===== config.mk =====
export PLATFORM = sky130hd
export DESIGN_NAME = mux_sel_sequencer
export DESIGN_NICKNAME = d
export VERILOG_FILES = /design/src/rtl/mux_seq_pkg.sv /design/src/rtl/mux_seq_gap_cnt.sv /design/src/rtl/mux_sel_sequencer.sv
export SDC_FILE = /design/constraint.sdc
export NUM_CORES = 1
export LEC_CHECK = 0
export ABC_CLOCK_PERIOD_IN_PS = 1900
export BUFFER_PORTS_ARGS = -buffer_cell sky130_fd_sc_hd__buf_2
export CAP_MARGIN = 20
export CORE_AREA = 2 2 39 41
export CTS_CLUSTER_SIZE = 24
export DETAILED_ROUTE_END_ITERATION = 7
export DIE_AREA = 0 0 41 43
export PLACE_DENSITY = 0.55
export REMOVE_ABC_BUFFERS = 1
export SKIP_CTS_REPAIR_TIMING = 1
export SLEW_MARGIN = 20
export SYNTH_ARGS = -nofsm -noshare
export SYNTH_HDL_FRONTEND = slang
export SYNTH_SLANG_ARGS = --single-unit

===== constraint.sdc =====
create_clock -name clk -period 1.9 [get_ports clk]
set_clock_uncertainty 0.2 [all_clocks]
set_input_delay 0.19 -clock clk [delete_from_list [all_inputs] [get_ports clk]]
set_output_delay 0.19 -clock clk [all_outputs]
set_load 0.05 [all_outputs]

===== src/rtl/mux_seq_pkg.sv =====
// Shared types and constants for the mux select sequencer.
// Beat order is set by MUX_SEQ_MSB_FIRST_EN (defined: in[3] first; undefined: in[0] first).
package mux_seq_pkg;

  localparam int DATA_W = 4;
  localparam int SEL_W  = 2;
  localparam int GAP_W  = 4;

  typedef enum logic [1:0] {
    IDLE,
    SEND,
    GAP
  } seq_state_t;

`ifdef MUX_SEQ_MSB_FIRST_EN
  localparam logic [SEL_W-1:0] START_SEL = 2'd3;
  localparam logic [SEL_W-1:0] END_SEL   = 2'd0;
`else
  localparam logic [SEL_W-1:0] START_SEL = 2'd0;
  localparam logic [SEL_W-1:0] END_SEL   = 2'd3;
`endif

  // Moves the select one position toward END_SEL.
  function automatic logic [SEL_W-1:0] step_sel(input logic [SEL_W-1:0] sel);
`ifdef MUX_SEQ_MSB_FIRST_EN
    return sel - 1'b1;
`else
    return sel + 1'b1;
`endif
  endfunction

endpackage


===== src/rtl/mux_seq_gap_cnt.sv =====
// Loadable down-counter that times the idle gap between words.
// o_done is high whenever the count sits at zero.
module mux_seq_gap_cnt
  import mux_seq_pkg::*;
(
  input  logic             clk,
  input  logic             rst,
  input  logic             i_load,
  input  logic [GAP_W-1:0] i_load_val,
  input  logic             i_dec,
  output logic             o_done
);

  logic [GAP_W-1:0] r_count;

  always_ff @(posedge clk or posedge rst) begin
    if (rst) begin
      r_count <= '0;
    end else if (i_load) begin
      r_count <= i_load_val;
    end else if (i_dec && (r_count != '0)) begin
      r_count <= r_count - 1'b1;
    end
  end

  assign o_done = (r_count == '0);

endmodule


===== src/rtl/mux_sel_sequencer.sv =====
// Latches a 4-bit word and walks mux_sel through all four positions, one beat per bit_ready.
// Beat order selected by MUX_SEQ_MSB_FIRST_EN; GAP_CYCLES inserts idle cycles between words.
module mux_sel_sequencer
  import mux_seq_pkg::*;
#(
  parameter int unsigned GAP_CYCLES = 0
) (
  input  logic              clk,
  input  logic              rst,
  input  logic              word_valid,
  output logic              word_ready,
  input  logic [DATA_W-1:0] word_in,
  input  logic              bit_ready,
  output logic [SEL_W-1:0]  mux_sel,
  output logic [DATA_W-1:0] mux_in,
  output logic              bit_valid,
  output logic              bit_first,
  output logic              bit_last,
  output logic              busy
);

  seq_state_t        r_state;
  seq_state_t        w_state_nxt;
  logic [SEL_W-1:0]  r_sel;
  logic [DATA_W-1:0] r_word;
  logic              w_last;
  logic              w_load_word;
  logic              w_step;
  logic              w_gap_done;

  assign w_last = (r_state == SEND) && (r_sel == END_SEL);

  // NOTE: sequential state uses non-blocking assignments so every flop samples pre-edge values.
  always_ff @(posedge clk or posedge rst) begin
    if (rst) begin
      r_state <= IDLE;
    end else begin
      r_state <= w_state_nxt;
    end
  end

  // NOTE: every output of this block gets a default first, so no path can infer a latch.
  always_comb begin
    w_state_nxt = r_state;
    w_load_word = 1'b0;
    w_step      = 1'b0;
    word_ready  = 1'b0;
    case (r_state)
      IDLE: begin
        word_ready = 1'b1;
        if (word_valid) begin
          w_load_word = 1'b1;
          w_state_nxt = SEND;
        end
      end
      SEND: begin
        if (bit_ready) begin
          if (!w_last) begin
            w_step = 1'b1;
          end else if (GAP_CYCLES > 0) begin
            w_state_nxt = GAP;
          end else begin
            // Zero-gap build: the last beat doubles as the accept slot for the next word.
            word_ready = 1'b1;
            if (word_valid) begin
              w_load_word = 1'b1;
            end else begin
              w_state_nxt = IDLE;
            end
          end
        end
      end
      GAP: begin
        if (w_gap_done) begin
          w_state_nxt = IDLE;
        end
      end
      default: w_state_nxt = IDLE;
    endcase
  end

  always_ff @(posedge clk or posedge rst) begin
    if (rst) begin
      r_sel  <= START_SEL;
      r_word <= '0;
    end else if (w_load_word) begin
      r_word <= word_in;
      r_sel  <= START_SEL;
    end else if (w_step) begin
      r_sel  <= step_sel(r_sel);
    end
  end

  if (GAP_CYCLES > 0) begin : g_gap
    localparam logic [GAP_W-1:0] GAP_LOAD = GAP_W'(GAP_CYCLES - 1);
    logic w_gap_load;
    logic w_gap_dec;
    assign w_gap_load = (r_state == SEND) && (w_state_nxt == GAP);
    assign w_gap_dec  = (r_state == GAP);

    mux_seq_gap_cnt u_gap_cnt (
      .clk        (clk),
      .rst        (rst),
      .i_load     (w_gap_load),
      .i_load_val (GAP_LOAD),
      .i_dec      (w_gap_dec),
      .o_done     (w_gap_done)
    );
  end else begin : g_no_gap
    assign w_gap_done = 1'b1;
  end

  assign mux_sel   = r_sel;
  assign mux_in    = r_word;
  assign bit_valid = (r_state == SEND);
  assign bit_first = (r_state == SEND) && (r_sel == START_SEL);
  assign bit_last  = w_last;
  assign busy      = (r_state != IDLE);

endmodule


==> key figures <==
CTS
  • CTS H-Tree Depth: 1
  • Max clock buf depth: 2
  • CTS Sinks: 7
  • Clock-pin slew on the worst setup and hold paths: 0.05 ns
  • CTS tree: done
  • Clock Tree Root: clkbuf_4
  • Total CTS buffers: 3
  • Clock latency at the later pin of the worst-skew pair: 0.24 ns

Layout
  • Final design utilization: 40.7%
  • Area Overhead vs Synth: 46.6%
  • Most common cell after layout, fill and taps aside: buf_2
  • Register area: 175 um2
  • # diodes: 0
  • Final nets: 67
  • # fillers: 126
  • Multi-input logic area: 186 um2
  • Most frequent cells in the layout: buf_2, dfrtp_1, dlygate4sd3_1, mux2_4, inv_1
  • Post-Layout Cell Count: 72
  • Layout cells sized above 1: roughly 55%

Global routing
  • GR Overflow Total: 0
  • Gr busiest metal: met1
  • Largest net degree at the start of global routing: 9
  • Met3 usage: 3.66%
  • Gr usage total: 9.53%
  • Initial antenna violation count: 0
  • Vias in the first global route: 290
  • Met2 global-route usage: 12.8%
  • Met1 Usage GRT: approximately an eighth
  • First-pass GRT wire length: 1.15 mm

Floorplanning
  • Starting Density: 27.8%
  • Die ar.: 0.00176 mm2
  • I/O pin total: 19
  • Die Wd: 41 um
  • Core region area: 0.00138 mm2
  • Die height: 43 um
  • Row count: 14

Place
  • Global placement routability congestion: about 0.64
  • Placed cells: 63
  • DP HPWL: 570 um
  • Port bufs: 18

Synth
  • Largest area contributor in the netlist: dfrtp_1
  • Register area share after synthesis: a little under half
  • Avg Inst Size Synth: 12.8 um2
  • Area contributors post-synth: dfrtp_1, mux2_4, ha_1
  • Ys Warns: 0
  • Synth unique cells: 14
  • Synth top area share: between 40% and 50%
  • Register bit total from synthesis: 7
  • Syn Inst Count: 30
  • Syn Std Cell Area: 384 um2

Setup path
  • CP max-delay cell: dfrtp_1
  • Cell breakdown of the critical path: ha_1 > a21bo_4 > buf_2
  • CP Capture Type: primary output
  • Setup CP Type: flop to primary output
  • CP Data Arrival Time: ~1.4 ns
  • CP required: 1.51 ns
  • CP Depth: 3
  • Buf/Inv on CP: 1
  • Crit path max fanout: 5
  • Worst stage delay on the critical path: about 0.4 ns
  • Startpoint type of the worst setup path: flop
  • R2R cell count: 4
  • Cell family with most CP delay: flip-flops

Job
  • # Max-Cap Violations: 0

Routing
  • 1st-iter DRT viols: 0
  • Routed vias: 309
  • DR DRC count: 0
  • Via density: 4.29
  • Antenna Violating Nets Remaining: 0
  • Avg WL per Cell: 11.2 um
  • First drt pass iteration count: 1
  • Total Wirelength: 809 um

Timing
  • Period utilisation layout: ~93%
  • Final setup vio count: 0
  • RSZ-0062 raised after global routing: no
  • Final hold vios: 0
  • Worst-margin pin slew: 0.263 ns
  • Final slew viol count: 0
  • Fmax: approximately 560 MHz
  • Slew Limit Headroom: between 80% and 90%
  • Setup TNS: 0 ns
  • Min cycle time layout: around 1.8 ns
  • Final hold slack: 0.00703 ns

Min path
  • Hold crit path type: input pin to flop
  • Hold depth: 2

Status
  • Outcome: finished, final reports clean
synthesized netlist by cell type:
| cell type | count |
|---|---|
| o21ai_0 | 2 |
| inv_1 | 4 |
| buf_4 | 1 |
| a22o_2 | 2 |
| a21bo_4 | 1 |
| or3b_1 | 1 |
| mux2_4 | 4 |
| ha_1 | 2 |
| a21oi_1 | 1 |
| nand2_4 | 1 |
| and2_2 | 2 |
| nand3b_1 | 1 |
| or2b_1 | 1 |
| dfrtp_1 | 7 |
routing by layer:
layer | part of all wire (%) | up-vias
met3 | 8.9 | 0
li1 | - | 155
met1 | 47 | 135
met5 | 0 | -
met4 | 0 | 0
met2 | 44 | 19
kinds of logic after synthesis:
logic type / share of synthesized area (%)
fa+ha+maj: 6.51
compound gates: 13.4
mux: 15.6
buf+inv: 5.86
flops: 45.6
simple gates: 13.0
registers in the layout (all words and copies together) (netlist names):
name     flops
mux_in       4
mux_sel      2
r_state      1
final cells by class:
cell class,count,share of cell area [%]
multi-input cells,18,33.1
well taps,16,3.56
inverters,4,2.67
flip-flops and latches,7,31.1
repair buffers,23,24.9
clock buffers,4,4.67
worst reg2reg max path, delay by kind of cell, from the launching register on:
kind | cells | cell delay [ns]
flops | 1 | 0.41
fa+ha+maj | 1 | 0.27
mux | 1 | 0.30
compound gates | 1 | 0.25
simple gates | 1 | 0.10
worst paths after layout:
| check | start | endpoint | slack [ns] |
|---|---|---|---|
| hold reg to reg | mux_in[1]$_DFFE_PP0P_ | mux_in[1]$_DFFE_PP0P_ | 0.30 |
| max in group asynchronous | rst | mux_sel[0]$_DFFE_PP0P_ | 1.08 |
| setup reg to reg | mux_sel[0]$_DFFE_PP0P_ | mux_in[2]$_DFFE_PP0P_ | 0.26 |
| hold / removal | word_valid | r_state[0]$_DFFE_PP0P_ | 0.007 |
| min in group asynchronous | rst | mux_in[3]$_DFFE_PP0P_ | 0.21 |
| setup / recovery | mux_sel[0]$_DFFE_PP0P_ | word_ready | 0.13 |
through the flow:
step	instance area (um2)	worst slack, ns
after floorplan	377	-0.181
after global placement	487	0.287
after detailed placement	487	0.263
after CTS	513	0.116
after global routing	563	0.0736
final	563	0.127
Power is not shown: default switching activity piles up to over one toggle a cycle in this logic, so the estimate is an artifact.
